==> src/rtl/config_loader.sv <==
// Serial configuration loader: accepts host words and shifts them LSB-first
// into the fabric chain through a one-entry holding register and a shift engine.
module config_loader #(
  parameter int BITS   = 4480,
  parameter int WORD_W = 32
) (
  input  logic                       prog_clk,
  input  logic                       rst_n,
  input  logic                       start,
  input  logic                       abort,
  input  logic [WORD_W-1:0]          word_data,
  input  logic                       word_valid,
  output logic                       word_ready,
  output logic                       prog_in,
  output logic                       prog_en,
  output logic                       busy,
  output logic                       done,
  output logic [$clog2(BITS+1)-1:0]  bit_cnt
);

  localparam int N_WORDS   = (BITS + WORD_W - 1) / WORD_W;
  localparam int LAST_BITS = BITS - (N_WORDS - 1) * WORD_W;
  localparam int CNT_W     = $clog2(BITS + 1);
  localparam int WC_W      = $clog2(N_WORDS + 1);
  localparam int EB_W      = $clog2(WORD_W + 1);

  localparam logic [CNT_W-1:0] BITS_C   = CNT_W'(BITS);
  localparam logic [WC_W-1:0]  N_C      = WC_W'(N_WORDS);
  localparam logic [WC_W-1:0]  N_LAST_C = WC_W'(N_WORDS - 1);
  localparam logic [EB_W-1:0]  LAST_C   = EB_W'(LAST_BITS);
  localparam logic [EB_W-1:0]  FULL_C   = EB_W'(WORD_W);
  localparam logic [EB_W-1:0]  ONE_C    = EB_W'(1);

  typedef enum logic [1:0] {
    S_IDLE = 2'd0,
    S_LOAD = 2'd1,
    S_DONE = 2'd2
  } state_t;

  state_t              state_q, state_d;
  logic [CNT_W-1:0]    bit_cnt_q, bit_cnt_d;
  logic [WC_W-1:0]     words_q, words_d;
  logic [WORD_W-1:0]   hold_q, hold_d;
  logic                hold_full_q, hold_full_d;
  logic                hold_last_q, hold_last_d;
  logic [WORD_W-1:0]   eng_q, eng_d;
  logic [EB_W-1:0]     eng_bits_q, eng_bits_d;
  logic                done_q, done_d;
  logic                prog_en_q, prog_en_d;
  logic                prog_in_q, prog_in_d;
  logic                shift, load_eng, accept;

  assign word_ready = (state_q == S_LOAD) && !hold_full_q && (words_q < N_C);
  assign busy       = (state_q == S_LOAD);
  assign done       = done_q;
  assign prog_en    = prog_en_q;
  assign prog_in    = prog_in_q;
  assign bit_cnt    = bit_cnt_q;

  always_comb begin
    state_d     = state_q;
    bit_cnt_d   = bit_cnt_q;
    words_d     = words_q;
    hold_d      = hold_q;
    hold_full_d = hold_full_q;
    hold_last_d = hold_last_q;
    eng_d       = eng_q;
    eng_bits_d  = eng_bits_q;
    done_d      = done_q;
    prog_en_d   = 1'b0;
    prog_in_d   = 1'b0;
    shift       = 1'b0;
    load_eng    = 1'b0;
    accept      = 1'b0;
    case (state_q)
      S_IDLE, S_DONE: begin
        if (start) begin
          state_d     = S_LOAD;
          bit_cnt_d   = '0;
          words_d     = '0;
          hold_d      = '0;
          hold_full_d = 1'b0;
          hold_last_d = 1'b0;
          eng_d       = '0;
          eng_bits_d  = '0;
          done_d      = 1'b0;
        end
      end
      S_LOAD: begin
        if (abort) begin
          state_d     = S_IDLE;
          hold_full_d = 1'b0;
          eng_bits_d  = '0;
        end else begin
          shift    = (eng_bits_q != '0);
          // Refill on the engine's last bit so a streaming load has no bubbles.
          load_eng = hold_full_q && ((eng_bits_q == '0) || (eng_bits_q == ONE_C));
          accept   = word_valid && word_ready;
          if (shift) begin
            prog_en_d  = 1'b1;
            prog_in_d  = eng_q[0];
            eng_d      = eng_q >> 1;
            eng_bits_d = eng_bits_q - ONE_C;
            bit_cnt_d  = bit_cnt_q + CNT_W'(1);
          end
          if (load_eng) begin
            eng_d       = hold_q;
            eng_bits_d  = hold_last_q ? LAST_C : FULL_C;
            hold_full_d = 1'b0;
          end
          if (accept) begin
            hold_d      = word_data;
            hold_full_d = 1'b1;
            hold_last_d = (words_q == N_LAST_C);
            words_d     = words_q + WC_W'(1);
          end
          if (bit_cnt_d == BITS_C) begin
            state_d = S_DONE;
            done_d  = 1'b1;
          end
        end
      end
      default: state_d = S_IDLE;
    endcase
  end

  always_ff @(posedge prog_clk or negedge rst_n) begin
    if (!rst_n) begin
      state_q     <= S_IDLE;
      bit_cnt_q   <= '0;
      words_q     <= '0;
      hold_q      <= '0;
      hold_full_q <= 1'b0;
      hold_last_q <= 1'b0;
      eng_q       <= '0;
      eng_bits_q  <= '0;
      done_q      <= 1'b0;
      prog_en_q   <= 1'b0;
      prog_in_q   <= 1'b0;
    end else begin
      state_q     <= state_d;
      bit_cnt_q   <= bit_cnt_d;
      words_q     <= words_d;
      hold_q      <= hold_d;
      hold_full_q <= hold_full_d;
      hold_last_q <= hold_last_d;
      eng_q       <= eng_d;
      eng_bits_q  <= eng_bits_d;
      done_q      <= done_d;
      prog_en_q   <= prog_en_d;
      prog_in_q   <= prog_in_d;
    end
  end

endmodule

==> config.mk <==
export PLATFORM = sky130hd
export DESIGN_NAME = config_loader
export DESIGN_NICKNAME = d
export VERILOG_FILES = /design/src/rtl/config_loader.sv
export SDC_FILE = /design/constraint.sdc
export NUM_CORES = 1
export LEC_CHECK = 0
export BUFFER_PORTS_ARGS = -buffer_cell sky130_fd_sc_hd__buf_2
export CELL_PAD_IN_SITES_DETAIL_PLACEMENT = 0
export CELL_PAD_IN_SITES_GLOBAL_PLACEMENT = 1
export CORE_MARGIN = 1
export CORE_UTILIZATION = 40
export CTS_CLUSTER_SIZE = 16
export DETAILED_ROUTE_END_ITERATION = 10
export PLACE_DENSITY = 0.78
export SLEW_MARGIN = 0
export SYNTH_ARGS = -nofsm -noshare
export SYNTH_HDL_FRONTEND = slang
export SYNTH_SLANG_ARGS = --single-unit
==> constraint.sdc <==
create_clock -name prog_clk -period 2.2 [get_ports prog_clk]
set_input_delay 0.11 -clock prog_clk [delete_from_list [all_inputs] [get_ports prog_clk]]
set_output_delay 0.11 -clock prog_clk [all_outputs]
set_load 0.02 [all_outputs]
==> flow_summary.yaml <==
status:
  outcome: "finished clean"
power_and_ir_drop:
  power.total_mw: 5.35
  p_seq_share_pct: 41.0
  power.share.switching_pct: 34.7
  vdd_drop_max_mv: 0.523
  powerDensity_nw_per_um2: 918
  clockPowerShare_pct: 28.9
  combPwrFrac_pct: 30.1
  p_int_mw: 3.49
  p_sw_mw: 1.85
  leakage_nw: 2.57
detailed_routing:
  first_pass_iters: 4
  drt_iter0_markers: 210
  drtAntennaViolNets: 0
  wl_um: 10000
  num_vias: 3782
  vias_per_cell: 5.17
  drc: 0
  post_drt_wl_per_cell_um: 13.7
timing:
  finalCritPeriodShare_pct: 95.8
  drv_slew: 0
  fin_setup_tns_ns: 0
  worst_slew_pin_slew_ns: 0.641
  max_slew_margin_pct: 57.1
  hold_violations: 0
  post-route-min-period_ns: 2.11
  finalSetupViolCount: 0
  skew_ns: 0.0120
  rsz0062_at_grt: "false"
  fmax_ghz: 0.474
synth:
  syn-cell-area_um2: 4630
  synth_area_per_cell_um2: 9.26
  muxShareOfSynthArea_pct: 7.48
  synth_edf_count: 0
  yosys.cell_types.count: 49
  ys_warn_count: 0
  ys.flop_type: "dfrtp_1"
  ys_seq_area_share_pct: 52.4
  async_reset_ff_share_pct: 100
  synth-xor-area-share_pct: 0.946
  synthAdderAreaFrac_pct: 1.08
  synthSimpleGateAreaFrac_pct: 19.4
  syn_inst: 500
  synth_top_family_by_area: "simple AND/OR/NAND/NOR gates"
  synth_compound_area_share_pct: 15.5
  ys_ff_latch: 97
  synth_fp_nets: 541
worst_setup_path:
  cp-startpoint: "eng_bits_q[1]$_DFFE_PN0P_"
  r2r_slack_ns: 0.09
  crit_fanout: 4
  cp-start-kind: "flop"
  cp_cell_sequence: "inv_1 > ha_2 > nor2b_4 > a2111oi_4 > mux2_4 > a31oi_2 > or4_4 > o21ai_2"
  crit_type: "reg2reg"
  reg2reg_to: "state_q[1]$_DFFE_PN0P_"
  max_stage_delay_ns: 0.54
  slowest_stage: "or4_4"
  regToRegStartpoint: "eng_bits_q[1]$_DFFE_PN0P_"
  crit_end: "state_q[1]$_DFFE_PN0P_"
  cp_data_required_time_ns: 2.48
  r2r_cells: 8
  cp-end-kind: "flop"
  cp.arrival_ns: 2.39
final_layout:
  multiInputGateArea_um2: 2130
  register_area_um2: 2430
  layout_commonest_cell: "nand2_1"
  n_fill_cell: 1021
  num_antenna_cells: 0
  mostFrequentLayoutCells: "123 x nand2_1, 95 x dfrtp_1, 53 x buf_2"
  drive_gt1_share_pct: 20.8
  area_delta_synth_final_pct: 25.7
  nets: 628
min_path:
  min_path_type: "in2reg"
  min_path_cells: 3
placement:
  routabilityCongestion: 0.833
  dpl.hpwl_um: 6510
  io_buffers: 54
global_route:
  antenna_found_initial: 0
  grt_pass1_wl_um: 16900
  overflow: 0
  grt_max_degree: 69
  track_usage_pct: 18.0
  grt_pass1_vias: 3566
run:
  drv_cap: 0
floorplan:
  die_area_um2: 12000
  die_y_um: 110
  fp-row-count: 38
  num_io_pins: 55
  die-width_um: 110
  start_util_pct: 41.8
  fp.coreArea_um2: 11100
cts:
  clockBufferDepth: 2
  cts_tree: "yes"
  insertion_delay_ns: 0.34
  clkTransAtPathRegs_ns: 0.07
  numCtsBuffers: 9
  cts.sinks: 97
  htreeDepth: 3
  root_buffer: "clkbuf_16"
[cell families after synthesis]
group                    Yosys count
multiplexers                      34
AND/OR/NAND/NOR                  200
XOR/XNOR                           5
adder cells (fa/ha/maj)            4
flip-flops                        97
buffers and inverters             35
AO/OA/AOI/OAI                    125
[cells in the mapped netlist, types with 3 or more instances]
| cell | count | area share (%) |
|---|---|---|
| a21oi_1 | 8 | 0.86 |
| a31oi_1 | 5 | 0.68 |
| buf_2 | 5 | 0.54 |
| clkbuf_1 | 23 | 1.9 |
| dfrtp_1 | 97 | 52 |
| ha_1 | 4 | 1.1 |
| inv_1 | 5 | 0.41 |
| mux2i_1 | 32 | 6.9 |
| nand2_1 | 123 | 10 |
| nand2b_1 | 7 | 0.95 |
| nand3_1 | 6 | 0.65 |
| nand4_1 | 7 | 0.95 |
| nor2_1 | 24 | 1.9 |
| nor2b_1 | 5 | 0.68 |
| nor3_1 | 7 | 0.76 |
| o21ai_0 | 47 | 5.1 |
| o21ai_1 | 47 | 5.1 |
| o22ai_1 | 3 | 0.41 |
| o41ai_1 | 3 | 0.57 |
| xor2_1 | 3 | 0.57 |
[timing repair]
| action | in CTS | in global routing |
|---|---|---|
| buffers inserted | 0 | 3 |
| setup endpoints to repair | 0 | 2 |
| gates resized for setup | 0 | 5 |
| hold buffers | 20 | 1 |
| hold endpoints to repair | 55 | 1 |
[flip-flops by register name, summed over array words and instances (netlist names)]
signal / cells
eng_q: 32
done: 1
prog_en: 1
words_q: 8
hold_q: 32
state_q: 2
prog_in: 1
hold_full_q: 1
eng_bits_q: 6
bit_cnt: 13
[metal layers]
| metal | track usage, % | vias up | share of wire (%) | wire length [um] |
|---|---|---|---|---|
| met5 | 0 | - | 0 | 0 |
| met4 | 4.67 | 0 | 0.72 | 72 |
| met3 | 3.73 | 7 | 3.3 | 335 |
| met2 | 29.6 | 63 | 47 | 4750 |
| met1 | 24.3 | 1791 | 48 | 4850 |
| li1 | - | 1921 | - | - |
[critical path: cells and delay by family (launching register included)]
kind	cells	cell delay, ns
flops	1	0.37
compound gates	3	0.53
mux	1	0.22
buf+inv	1	0.07
fa+ha+maj	1	0.17
simple gates	2	0.69
[power by group through the flow]
stage                     registers [mW]  logic, mW  clock network [mW]
final                               2.19       1.61                1.55
after global routing                2.23       1.79                1.67
after CTS                           2.19       1.58                1.60
after detailed placement            2.23       1.55                   0
after global placement              2.22       1.53                   0
after floorplan                     2.24      0.970                   0
[final cells by class]
type	count	area share [%]
clock buffers	9	3.87
clock inverters	7	1.33
inverters	5	0.322
multi-input cells	368	36.6
flip-flops and latches	97	41.7
well taps	140	3.01
repair buffers	106	13.2
[worst min path at each step]
stage / endpoint / slack [ns] / start
2_1_floorplan: bit_cnt[0]$_DFFE_PN0P_ / -0.19 / rst_n
3_3_place_gp: bit_cnt[5]$_DFFE_PN0P_ / 0.11 / rst_n
3_5_place_dp: bit_cnt[8]$_DFFE_PN0P_ / 0.12 / rst_n
4_1_cts: hold_q[24]$_DFFE_PN0P_ / 0.00002 / word_data[24]
5_1_grt: hold_q[24]$_DFFE_PN0P_ / 0.008 / word_data[24]
6_report: hold_q[7]$_DFFE_PN0P_ / 0.003 / word_data[7]
[stage by stage]
stage / util, % / setup WS, ns / hold slack [ns] / cells / area, um^2
5_1_grt: 52.6 / 0.00690 / 0.00793 / 732 / 5820
3_3_place_gp: 47.4 / 0.139 / 0.114 / 692 / 5250
4_1_cts: 51.9 / 0.0599 / 0.0000229 / 728 / 5750
2_1_floorplan: - / 0.0162 / -0.186 / 500 / 4650
6_report: 52.6 / 0.0923 / 0.00319 / 732 / 5820
3_5_place_dp: 47.4 / 0.0855 / 0.117 / 692 / 5250
No activity file was read; power rests on OpenSTA's default activity.
